### src/rtl/mem_exception_unit_pkg.sv
// Shared types and constants for the MEM-stage exception unit: pipeline exception
// flags, ExcCodes, CP0 register numbers, bit positions and the cause prioritiser.
package mem_exception_unit_pkg;

    typedef struct packed {
        logic Interrupt;
        logic WrongAddressinIF;
        logic TLBRefillinIF;
        logic TLBInvalidinIF;
        logic ReservedInstruction;
        logic Syscall;
        logic Break;
        logic Trap;
        logic Overflow;
        logic RdWrongAddressinMEM;
        logic WrWrongAddressinMEM;
        logic RdTLBRefillinMEM;
        logic RdTLBInvalidinMEM;
        logic WrTLBRefillinMEM;
        logic WrTLBInvalidinMEM;
        logic TLBModified;
        logic Eret;
        logic Refetch;
    } ExceptinPipeType;

    localparam logic [4:0] EXC_INT  = 5'd0;
    localparam logic [4:0] EXC_MOD  = 5'd1;
    localparam logic [4:0] EXC_TLBL = 5'd2;
    localparam logic [4:0] EXC_TLBS = 5'd3;
    localparam logic [4:0] EXC_ADEL = 5'd4;
    localparam logic [4:0] EXC_ADES = 5'd5;
    localparam logic [4:0] EXC_SYS  = 5'd8;
    localparam logic [4:0] EXC_BP   = 5'd9;
    localparam logic [4:0] EXC_RI   = 5'd10;
    localparam logic [4:0] EXC_OV   = 5'd12;
    localparam logic [4:0] EXC_TR   = 5'd13;

    localparam logic [4:0] CP0_BADVADDR = 5'd8;
    localparam logic [4:0] CP0_COUNT    = 5'd9;
    localparam logic [4:0] CP0_COMPARE  = 5'd11;
    localparam logic [4:0] CP0_STATUS   = 5'd12;
    localparam logic [4:0] CP0_CAUSE    = 5'd13;
    localparam logic [4:0] CP0_EPC      = 5'd14;

    localparam int unsigned STATUS_IE    = 0;
    localparam int unsigned STATUS_EXL   = 1;
    localparam int unsigned STATUS_IM_LO = 8;
    localparam int unsigned STATUS_BEV   = 22;
    localparam int unsigned CAUSE_EXC_LO = 2;
    localparam int unsigned CAUSE_IP_LO  = 8;
    localparam int unsigned CAUSE_BD     = 31;

    // Result of prioritising one instruction's flags; sel covers Eret/Refetch too.
    typedef struct packed {
        logic       sel;
        logic       exc;
        logic [4:0] code;
        logic       refill;
        logic       badv_pc;
        logic       badv_data;
        logic       eret;
        logic       refetch;
    } exc_sel_t;

    function automatic exc_sel_t exc_prioritise(input ExceptinPipeType e);
        exc_sel_t s;
        s     = '0;
        s.sel = 1'b1;
        s.exc = 1'b1;
        if (e.Interrupt) begin
            s.code = EXC_INT;
        end else if (e.WrongAddressinIF) begin
            s.code    = EXC_ADEL;
            s.badv_pc = 1'b1;
        end else if (e.TLBRefillinIF) begin
            s.code    = EXC_TLBL;
            s.refill  = 1'b1;
            s.badv_pc = 1'b1;
        end else if (e.TLBInvalidinIF) begin
            s.code    = EXC_TLBL;
            s.badv_pc = 1'b1;
        end else if (e.ReservedInstruction) begin
            s.code = EXC_RI;
        end else if (e.Syscall) begin
            s.code = EXC_SYS;
        end else if (e.Break) begin
            s.code = EXC_BP;
        end else if (e.Trap) begin
            s.code = EXC_TR;
        end else if (e.Overflow) begin
            s.code = EXC_OV;
        end else if (e.RdWrongAddressinMEM) begin
            s.code      = EXC_ADEL;
            s.badv_data = 1'b1;
        end else if (e.WrWrongAddressinMEM) begin
            s.code      = EXC_ADES;
            s.badv_data = 1'b1;
        end else if (e.RdTLBRefillinMEM || e.RdTLBInvalidinMEM) begin
            s.code      = EXC_TLBL;
            s.refill    = e.RdTLBRefillinMEM;
            s.badv_data = 1'b1;
        end else if (e.WrTLBRefillinMEM || e.WrTLBInvalidinMEM) begin
            s.code      = EXC_TLBS;
            s.refill    = e.WrTLBRefillinMEM;
            s.badv_data = 1'b1;
        end else if (e.TLBModified) begin
            s.code      = EXC_MOD;
            s.badv_data = 1'b1;
        end else if (e.Eret) begin
            s.exc  = 1'b0;
            s.eret = 1'b1;
        end else if (e.Refetch) begin
            s.exc     = 1'b0;
            s.refetch = 1'b1;
        end else begin
            s.sel = 1'b0;
            s.exc = 1'b0;
        end
        return s;
    endfunction

endpackage

### src/rtl/mem_exception_unit_if.sv
// MEM-stage bundle between the pipeline and the exception unit: the instruction slot,
// the MTC0/MFC0 path and the flush/redirect results.
interface mem_exception_unit_if;
    import mem_exception_unit_pkg::*;

    logic            MEM_Valid;
    logic            MEM_Stall;
    ExceptinPipeType MEM_ExceptType;
    logic [31:0]     MEM_PC;
    logic            MEM_IsInDelaySlot;
    logic [31:0]     MEM_DataAddr;
    logic            CP0_We;
    logic [4:0]      CP0_Addr;
    logic [31:0]     CP0_WData;
    logic [31:0]     CP0_RData;
    logic            Flush;
    logic            Redirect_Valid;
    logic [31:0]     Redirect_PC;
    logic            Commit_Block;

    modport master (
        output MEM_Valid, MEM_Stall, MEM_ExceptType, MEM_PC, MEM_IsInDelaySlot, MEM_DataAddr,
        output CP0_We, CP0_Addr, CP0_WData,
        input  CP0_RData, Flush, Redirect_Valid, Redirect_PC, Commit_Block
    );

    modport slave (
        input  MEM_Valid, MEM_Stall, MEM_ExceptType, MEM_PC, MEM_IsInDelaySlot, MEM_DataAddr,
        input  CP0_We, CP0_Addr, CP0_WData,
        output CP0_RData, Flush, Redirect_Valid, Redirect_PC, Commit_Block
    );

endinterface

### src/rtl/cp0_int_sync.sv
// Multi-flop synchroniser bringing the asynchronous hardware interrupt lines into clk.
module cp0_int_sync #(
    parameter int unsigned Width  = 6,
    parameter int unsigned Stages = 2
) (
    input  logic             clk,
    input  logic             resetn,
    input  logic [Width-1:0] async_in,
    output logic [Width-1:0] sync_out
);

    logic [Width-1:0] sync_q [Stages];

    always_ff @(posedge clk or negedge resetn) begin
        if (!resetn) begin
            for (int i = 0; i < int'(Stages); i++) begin
                sync_q[i] <= '0;
            end
        end else begin
            sync_q[0] <= async_in;
            for (int i = 1; i < int'(Stages); i++) begin
                sync_q[i] <= sync_q[i-1];
            end
        end
    end

    assign sync_out = sync_q[Stages-1];

endmodule

### src/rtl/mem_exception_unit.sv
// MEM-stage exception unit: prioritises pending causes, commits them precisely, owns the
// exception CP0 state and issues a registered flush/redirect to IF.
module mem_exception_unit
    import mem_exception_unit_pkg::*;
#(
    parameter logic [31:0] EXC_VECTOR    = 32'hBFC0_0380,
    parameter logic [31:0] REFILL_VECTOR = 32'hBFC0_0200,
    parameter int unsigned HW_INT_SYNC   = 2
) (
    input logic                 clk,
    input logic                 resetn,
    input logic [5:0]           ext_int,
    mem_exception_unit_if.slave bus
);

    logic [5:0]  ext_int_sync;

    logic        status_exl_q, status_exl_d;
    logic        status_ie_q, status_ie_d;
    logic [7:0]  status_im_q, status_im_d;
    logic        cause_bd_q, cause_bd_d;
    logic [1:0]  cause_ip_sw_q, cause_ip_sw_d;
    logic [4:0]  cause_exc_q, cause_exc_d;
    logic [31:0] epc_q, epc_d;
    logic [31:0] badvaddr_q, badvaddr_d;
    logic [31:0] count_q, count_d;
    logic [31:0] compare_q, compare_d;
    logic        count_tick_q, count_tick_d;
    logic        timer_int_q, timer_int_d;
    logic        flush_q, flush_d;
    logic        redirect_valid_q, redirect_valid_d;
    logic [31:0] redirect_pc_q, redirect_pc_d;

    logic [7:0]      cause_ip;
    logic            int_pending;
    ExceptinPipeType exc_in;
    exc_sel_t        sel;
    logic            commit;
    logic            take;
    logic            mtc0;
    logic [31:0]     status_val;
    logic [31:0]     cause_val;

    cp0_int_sync #(
        .Width  (6),
        .Stages (HW_INT_SYNC)
    ) u_int_sync (
        .clk      (clk),
        .resetn   (resetn),
        .async_in (ext_int),
        .sync_out (ext_int_sync)
    );

    assign cause_ip    = {timer_int_q | ext_int_sync[5], ext_int_sync[4:0], cause_ip_sw_q};
    assign int_pending = status_ie_q & ~status_exl_q & |(cause_ip & status_im_q);

    always_comb begin
        exc_in           = bus.MEM_ExceptType;
        exc_in.Interrupt = bus.MEM_ExceptType.Interrupt | int_pending;
    end

    assign sel    = exc_prioritise(exc_in);
    assign commit = bus.MEM_Valid & ~bus.MEM_Stall & ~flush_q;
    assign take   = commit & sel.sel;
    // Only a clean committing instruction may write CP0.
    assign mtc0   = commit & ~sel.sel & bus.CP0_We;

    always_comb begin
        status_val                            = '0;
        status_val[STATUS_BEV]                = 1'b1;
        status_val[STATUS_IM_LO +: 8]         = status_im_q;
        status_val[STATUS_EXL]                = status_exl_q;
        status_val[STATUS_IE]                 = status_ie_q;
        cause_val                             = '0;
        cause_val[CAUSE_BD]                   = cause_bd_q;
        cause_val[CAUSE_IP_LO +: 8]           = cause_ip;
        cause_val[CAUSE_EXC_LO +: 5]          = cause_exc_q;
    end

    always_comb begin
        bus.CP0_RData = '0;
        case (bus.CP0_Addr)
            CP0_BADVADDR: bus.CP0_RData = badvaddr_q;
            CP0_COUNT:    bus.CP0_RData = count_q;
            CP0_COMPARE:  bus.CP0_RData = compare_q;
            CP0_STATUS:   bus.CP0_RData = status_val;
            CP0_CAUSE:    bus.CP0_RData = cause_val;
            CP0_EPC:      bus.CP0_RData = epc_q;
            default:      bus.CP0_RData = '0;
        endcase
    end

    always_comb begin
        count_tick_d     = ~count_tick_q;
        count_d          = count_q + {31'd0, count_tick_q};
        compare_d        = compare_q;
        timer_int_d      = timer_int_q | (count_q == compare_q);
        status_exl_d     = status_exl_q;
        status_ie_d      = status_ie_q;
        status_im_d      = status_im_q;
        cause_bd_d       = cause_bd_q;
        cause_ip_sw_d    = cause_ip_sw_q;
        cause_exc_d      = cause_exc_q;
        epc_d            = epc_q;
        badvaddr_d       = badvaddr_q;
        flush_d          = take;
        redirect_valid_d = take;
        redirect_pc_d    = redirect_pc_q;

        if (take) begin
            if (sel.exc) begin
                // Nested exceptions keep the EPC/BD of the outermost one.
                if (!status_exl_q) begin
                    epc_d      = bus.MEM_IsInDelaySlot ? bus.MEM_PC - 32'd4 : bus.MEM_PC;
                    cause_bd_d = bus.MEM_IsInDelaySlot;
                end
                status_exl_d = 1'b1;
                cause_exc_d  = sel.code;
                if (sel.badv_pc) begin
                    badvaddr_d = bus.MEM_PC;
                end else if (sel.badv_data) begin
                    badvaddr_d = bus.MEM_DataAddr;
                end
                redirect_pc_d = (sel.refill && !status_exl_q) ? REFILL_VECTOR : EXC_VECTOR;
            end else if (sel.eret) begin
                status_exl_d  = 1'b0;
                redirect_pc_d = epc_q;
            end else begin
                redirect_pc_d = bus.MEM_PC;
            end
        end

        if (mtc0) begin
            case (bus.CP0_Addr)
                CP0_COUNT: count_d = bus.CP0_WData;
                CP0_COMPARE: begin
                    compare_d   = bus.CP0_WData;
                    timer_int_d = 1'b0;
                end
                CP0_STATUS: begin
                    status_im_d  = bus.CP0_WData[STATUS_IM_LO +: 8];
                    status_exl_d = bus.CP0_WData[STATUS_EXL];
                    status_ie_d  = bus.CP0_WData[STATUS_IE];
                end
                CP0_CAUSE: cause_ip_sw_d = bus.CP0_WData[CAUSE_IP_LO +: 2];
                CP0_EPC:   epc_d = bus.CP0_WData;
                default:   ;
            endcase
        end
    end

    always_ff @(posedge clk or negedge resetn) begin
        if (!resetn) begin
            status_exl_q     <= 1'b0;
            status_ie_q      <= 1'b0;
            status_im_q      <= '0;
            cause_bd_q       <= 1'b0;
            cause_ip_sw_q    <= '0;
            cause_exc_q      <= '0;
            epc_q            <= '0;
            badvaddr_q       <= '0;
            count_q          <= '0;
            compare_q        <= '0;
            count_tick_q     <= 1'b0;
            timer_int_q      <= 1'b0;
            flush_q          <= 1'b0;
            redirect_valid_q <= 1'b0;
            redirect_pc_q    <= '0;
        end else begin
            status_exl_q     <= status_exl_d;
            status_ie_q      <= status_ie_d;
            status_im_q      <= status_im_d;
            cause_bd_q       <= cause_bd_d;
            cause_ip_sw_q    <= cause_ip_sw_d;
            cause_exc_q      <= cause_exc_d;
            epc_q            <= epc_d;
            badvaddr_q       <= badvaddr_d;
            count_q          <= count_d;
            compare_q        <= compare_d;
            count_tick_q     <= count_tick_d;
            timer_int_q      <= timer_int_d;
            flush_q          <= flush_d;
            redirect_valid_q <= redirect_valid_d;
            redirect_pc_q    <= redirect_pc_d;
        end
    end

    assign bus.Flush          = flush_q;
    assign bus.Redirect_Valid = redirect_valid_q;
    assign bus.Redirect_PC    = redirect_pc_q;
    assign bus.Commit_Block   = take;

endmodule

### src/flat_wrapper.sv
// flat-port wrapper written by rule: the top's interface ports become plain ports
module mem_exception_unit_flat import mem_exception_unit_pkg::*;
#(
    parameter logic [31:0] EXC_VECTOR    = 32'hBFC0_0380,
    parameter logic [31:0] REFILL_VECTOR = 32'hBFC0_0200,
    parameter int unsigned HW_INT_SYNC   = 2
)
  (clk, resetn, ext_int, bus_MEM_Valid, bus_MEM_Stall, bus_MEM_ExceptType, bus_MEM_PC, bus_MEM_IsInDelaySlot, bus_MEM_DataAddr, bus_CP0_We, bus_CP0_Addr, bus_CP0_WData, bus_CP0_RData, bus_Flush, bus_Redirect_Valid, bus_Redirect_PC, bus_Commit_Block);
  mem_exception_unit_if bus_i ();
  input logic clk;
  input logic resetn;
  input logic [5:0] ext_int;
  input wire logic [$bits(bus_i.MEM_Valid)-1:0] bus_MEM_Valid;
  input wire logic [$bits(bus_i.MEM_Stall)-1:0] bus_MEM_Stall;
  input wire logic [$bits(bus_i.MEM_ExceptType)-1:0] bus_MEM_ExceptType;
  input wire logic [$bits(bus_i.MEM_PC)-1:0] bus_MEM_PC;
  input wire logic [$bits(bus_i.MEM_IsInDelaySlot)-1:0] bus_MEM_IsInDelaySlot;
  input wire logic [$bits(bus_i.MEM_DataAddr)-1:0] bus_MEM_DataAddr;
  input wire logic [$bits(bus_i.CP0_We)-1:0] bus_CP0_We;
  input wire logic [$bits(bus_i.CP0_Addr)-1:0] bus_CP0_Addr;
  input wire logic [$bits(bus_i.CP0_WData)-1:0] bus_CP0_WData;
  output wire logic [$bits(bus_i.CP0_RData)-1:0] bus_CP0_RData;
  output wire logic [$bits(bus_i.Flush)-1:0] bus_Flush;
  output wire logic [$bits(bus_i.Redirect_Valid)-1:0] bus_Redirect_Valid;
  output wire logic [$bits(bus_i.Redirect_PC)-1:0] bus_Redirect_PC;
  output wire logic [$bits(bus_i.Commit_Block)-1:0] bus_Commit_Block;
  assign bus_i.MEM_Valid = bus_MEM_Valid;
  assign bus_i.MEM_Stall = bus_MEM_Stall;
  assign bus_i.MEM_ExceptType = bus_MEM_ExceptType;
  assign bus_i.MEM_PC = bus_MEM_PC;
  assign bus_i.MEM_IsInDelaySlot = bus_MEM_IsInDelaySlot;
  assign bus_i.MEM_DataAddr = bus_MEM_DataAddr;
  assign bus_i.CP0_We = bus_CP0_We;
  assign bus_i.CP0_Addr = bus_CP0_Addr;
  assign bus_i.CP0_WData = bus_CP0_WData;
  assign bus_CP0_RData = bus_i.CP0_RData;
  assign bus_Flush = bus_i.Flush;
  assign bus_Redirect_Valid = bus_i.Redirect_Valid;
  assign bus_Redirect_PC = bus_i.Redirect_PC;
  assign bus_Commit_Block = bus_i.Commit_Block;
  mem_exception_unit #(.EXC_VECTOR(EXC_VECTOR), .REFILL_VECTOR(REFILL_VECTOR), .HW_INT_SYNC(HW_INT_SYNC)) u_core (.clk(clk), .resetn(resetn), .ext_int(ext_int), .bus(bus_i));
endmodule
### config.mk
export PLATFORM = sky130hd
export DESIGN_NAME = mem_exception_unit_flat
export DESIGN_NICKNAME = d
export VERILOG_FILES = /design/src/rtl/mem_exception_unit_pkg.sv /design/src/rtl/mem_exception_unit_if.sv /design/src/rtl/cp0_int_sync.sv /design/src/rtl/mem_exception_unit.sv /design/src/flat_wrapper.sv
export SDC_FILE = /design/constraint.sdc
export NUM_CORES = 1
export LEC_CHECK = 0
export CAP_MARGIN = 20
export CORE_MARGIN = 10
export CORE_UTILIZATION = 30
export CTS_CLUSTER_SIZE = 10
export DETAILED_ROUTE_END_ITERATION = 8
export REMOVE_ABC_BUFFERS = 1
export SYNTH_ARGS = -nofsm -noshare
export SYNTH_HDL_FRONTEND = slang
export SYNTH_HIERARCHICAL = 1
export SYNTH_SLANG_ARGS = --single-unit
### constraint.sdc
create_clock -name clk -period 5.4 [get_ports clk]
set_input_delay 1.08 -clock clk [delete_from_list [all_inputs] [get_ports clk]]
set_output_delay 1.08 -clock clk [all_outputs]
set_load 0.005 [all_outputs]
==> flow_summary.rst <==
.. list-table::
   :header-rows: 1

   * - Metric
     - Value
   * - Status
     - completed
   * - CP Class
     - in -> out
   * - Count of nets left with antenna violations after detail routing
     - 0
   * - Synthesized cell area
     - 10,600 sq um
   * - M1 GR Usage
     - 0.234
   * - Initial cell density of the core
     - 0.306
   * - GRT met2 Usage
     - 0.301
   * - Routing usage on met3
     - 0.0449
   * - Area growth, synth to finish
     - 26.9%
   * - Die Span Y
     - 208 microns
   * - Most area-consuming cells after synthesis
     - sky130_fd_sc_hd__dfrtp_1 (45%), sky130_fd_sc_hd__nand2_1 (5.6%), sky130_fd_sc_hd__mux2i_1 (5.2%)
   * - Fraction of synthesized cell area taken by the top area cell type
     - 0.452
   * - Core footprint
     - 34,700 sq um
   * - Fin crit period
     - 4.68 ns
   * - Final #Nets
     - 1,391
   * - Library cell occupying the most area in the post-synthesis netlist
     - sky130_fd_sc_hd__dfrtp_1
   * - Routed len/inst
     - 23.3 microns
   * - Post-CTS Setup Bufs
     - 0
   * - Residual DRC count
     - 0
   * - Most used flip-flop cell after synthesis
     - sky130_fd_sc_hd__dfrtp_1
   * - Total congestion overflow
     - 0
   * - Part of the total power dissipated in sequential elements
     - 0.489
   * - Class of the tightest hold or removal check
     - reg -> reg
   * - Max-Slew Margin vs Limit
     - 0.257
   * - Clock latency on the worst-skew pair
     - 0.44 ns
   * - Count of buffer and inverter cells on the critical path
     - 3
   * - Share of synthesized flip-flops with an asynchronous set or reset
     - 1.00
   * - Post-route clock skew
     - 0.0141 ns
   * - Required time of the worst setup path
     - 4.32 ns
   * - Clock network power share
     - 0.360
   * - Peak supply drop
     - 0.000236 V
   * - Setup violators final
     - 0
   * - Post-place instance area
     - 12,900 sq um
   * - DRC violation total after the first TritonRoute iteration
     - 754
   * - Static leakage
     - 5.49 nW
   * - Type of element launching the critical path
     - input pin
   * - Antenna violations before repair
     - 6
   * - Max incr delay on CP
     - 0.54 ns
   * - Number of placed I/O pins
     - 198
   * - Achievable clock frequency
     - 214 MHz
   * - Fin Setup TNS
     - 0 ns
   * - Smallest setup slack after layout
     - 0.721 ns
   * - Placed wire-length estimate
     - 28,800 microns
   * - Launch point of the worst hold path
     - u_core/u_int_sync/sync_q[10]$_DFF_PN0_
   * - Gate count after technology mapping
     - 1,106
   * - Clock root buffer
     - sky130_fd_sc_hd__clkbuf_16
   * - Area of the die
     - 43,300 sq um
   * - Post-layout instance area
     - 13,500 sq um
   * - Crit path max-delay family
     - simple AND/OR/NAND/NOR gates
   * - Count of hold-fix buffers inserted at cts
     - 0
   * - Total wire length after detailed routing
     - 40,300 microns
   * - Combinational power share
     - 0.152
   * - Clock net sink count
     - 192
   * - CTS tree
     - done
   * - Number of enable flip-flop cells after synthesis
     - 0
   * - Utilization after layout
     - 0.389
   * - Number of optimization iterations in the first detailed-route pass
     - 5
   * - Via count
     - 9,243
   * - Crit path capture type
     - primary output
   * - GRT busiest layer
     - met2
   * - PD cells
     - 259 nW/um^2
   * - Number of unique standard cell types used by synthesis
     - 50
   * - Fraction of the yosys area taken by sequential cells
     - 0.452
   * - Cells traversed along the worst timing path
     - clkdlybuf4s50_1 > or4_1 > or4_4 > a2111oi_2 > a21o_1 > inv_1 > clkdlybuf4s50_1
   * - # H-tree levels
     - 4
   * - Wire length of the first global-routing pass
     - 61,200 microns
   * - CP startpoint
     - bus_MEM_ExceptType[5]
   * - Max-capacitance violation count
     - 0
   * - Final Hold Violating Endpoints
     - 0
   * - Synthesized area per cell
     - 9.61 sq um
   * - Number of synthesized register bits
     - 192
   * - CTS clk-pin slew, worst paths
     - 0.07 ns
   * - Commonest cells post-synth
     - sky130_fd_sc_hd__dfrtp_1 (192), sky130_fd_sc_hd__nand2_1 (159), sky130_fd_sc_hd__nor2_1 (101)
   * - Deepest clock path buffer count
     - 2
   * - Internal power summed over all cells
     - 2.48 mW
   * - Avg Vias per Cell
     - 5.36
   * - Post-cts repair resize count
     - 0
   * - Number of input and output port buffers inserted
     - 197
   * - Width of the die
     - 208 microns
   * - Fraction of final layout cells with drive strength greater than 1
     - 0.0929
   * - Largest net degree at the start of global routing
     - 118
   * - Row Count
     - 68
   * - Post-placement setup slack
     - 0.694 ns
   * - Global router's overall resource usage
     - 0.181
   * - Switching part of the total power
     - 0.292
   * - RSZ-0062 raised after global routing
     - false
   * - Number of clock buffers inserted by TritonCTS
     - 17
   * - Beginning of the worst register-to-register path
     - u_core/status_im_q[4]$_DFFE_PN0P_
   * - Total count of max-transition violations in the final report
     - 0
   * - Warnings, synthesis
     - 6
   * - Ratio of final minimum period to clock period
     - 0.867
   * - Largest fanout on the critical path
     - 4
   * - GPL Wtd Cong
     - 0.866
   * - Worst path most repeated cell
     - sky130_fd_sc_hd__clkdlybuf4s50_1
   * - Library cell with the highest instance count after synthesis
     - sky130_fd_sc_hd__dfrtp_1
   * - Total net switching power
     - 1.02 mW
   * - Data arrival time of the critical path
     - 3.60 ns
   * - Worst-path cell with the longest stage delay
     - sky130_fd_sc_hd__or4_1
   * - Number of global-route vias before repair
     - 9,609
   * - Actual transition at the worst max-transition pin
     - 1.11 ns
==> final timing paths <==
kind	slack, ns	to	depth (start not counted)
worst min register to register	0.35	u_core/u_int_sync/sync_out[4]$_DFF_PN0_	0
min in group asynchronous	0.76	u_core/u_int_sync/sync_q[8]$_DFF_PN0_	1
worst max register to register	2.20	u_core/compare_q[7]$_DFFE_PN0P_	6
worst max-delay path	0.72	bus_Commit_Block	7
worst min-delay path	0.35	u_core/u_int_sync/sync_out[4]$_DFF_PN0_	0
max in group asynchronous	3.62	u_core/count_q[20]$_DFF_PN0_	2
==> area by class of cell <==
class                           count  area [sq um]
Fill cell                        3497         21200
Multi-Input combinational cell    825          5390
Sequential cell                   192          4800
Timing Repair Buffer              215          2130
Tap cell                          455           569
Clock buffer                       18           429
Clock inverter                     14           141
Inverter                            6          22.5
Antenna cell                        1          2.50
==> metal layers <==
layer,wire [microns],share of wire
met5,53,0.0013
met4,484,0.012
met3,2810,0.070
met2,19400,0.48
met1,17500,0.43
==> cells by family after synthesis <==
logic type                 share of synthesized area
adders and majority gates                    0.00353
and+or+nand+nor                                0.171
AOI/OAI and AO/OA                              0.144
DFF                                            0.452
muxes                                          0.112
buffers and inverters                         0.0438
xor gates and xnor gates                      0.0742
==> worst register-to-register path: cells and delay by family, from the launching register on <==
kind / cells / cell delay [ns]
buffers and inverters: 1 / 0.24
AOI/OAI and AO/OA: 2 / 0.92
muxes: 1 / 0.43
and+or+nand+nor: 2 / 1.08
DFF: 1 / 0.41
==> registers in the layout, indices dropped and copies added (netlist names) <==
signal / flops
u_core/count_tick_q: 1
u_core/status_exl_q: 1
u_core/u_int_sync/sync_q: 6
u_core/status_ie_q: 1
u_core/u_int_sync/sync_out: 6
u_core/count_q: 32
u_core/bus.Redirect_PC: 32
u_core/bus.Redirect_Valid: 1
u_core/cause_exc_q: 4
u_core/epc_q: 32
u_core/timer_int_q: 1
u_core/status_im_q: 8
u_core/cause_bd_q: 1
u_core/badvaddr_q: 32
u_core/compare_q: 32
u_core/cause_ip_sw_q: 2
==> power groups by stage <==
stage / Sequential (mW) / Combinational [mW] / Clock [mW]
after floorplan: 1.70 / 0.261 / 0
after global placement: 1.73 / 0.523 / 0
after detailed placement: 1.74 / 0.534 / 0
after CTS: 1.71 / 0.535 / 1.29
after global routing: 1.73 / 0.595 / 1.35
final: 1.71 / 0.530 / 1.26
==> layout by cell type, fill, tap and decap left out, types with 3 or more instances in the layout <==
master and instances:
sky130_fd_sc_hd__a211oi_2 5, sky130_fd_sc_hd__a21o_1 8, sky130_fd_sc_hd__a21oi_1 55, sky130_fd_sc_hd__a222oi_1 9, sky130_fd_sc_hd__a22oi_1 66, sky130_fd_sc_hd__a31oi_1 34, sky130_fd_sc_hd__and3_1 11, sky130_fd_sc_hd__buf_4 16
sky130_fd_sc_hd__clkbuf_16 17, sky130_fd_sc_hd__clkdlybuf4s50_1 195, sky130_fd_sc_hd__clkinv_4 3, sky130_fd_sc_hd__dfrtp_1 192, sky130_fd_sc_hd__ha_1 3, sky130_fd_sc_hd__inv_1 6, sky130_fd_sc_hd__inv_6 4, sky130_fd_sc_hd__inv_8 5
sky130_fd_sc_hd__mux2_2 18, sky130_fd_sc_hd__mux2_4 29, sky130_fd_sc_hd__mux2i_1 55, sky130_fd_sc_hd__nand2_1 159, sky130_fd_sc_hd__nand2b_1 3, sky130_fd_sc_hd__nand3_1 23, sky130_fd_sc_hd__nand4_1 21, sky130_fd_sc_hd__nor2_1 100
sky130_fd_sc_hd__nor3_1 18, sky130_fd_sc_hd__nor3_2 3, sky130_fd_sc_hd__nor4_1 16, sky130_fd_sc_hd__o21ai_0 48, sky130_fd_sc_hd__o31ai_1 3, sky130_fd_sc_hd__or3_1 9, sky130_fd_sc_hd__or4_1 8, sky130_fd_sc_hd__xnor2_1 51
sky130_fd_sc_hd__xor2_1 39
==> stage by stage <==
step	instances	hold WS, ns	total power [mW]
after global placement	1693	0.333	2.25
after global routing	1726	0.357	3.67
after detailed placement	1693	0.337	2.27
after floorplan	1023	0.331	1.96
after CTS	1725	0.356	3.53
final	1726	0.355	3.50
(Power assumes the default switching activity.)
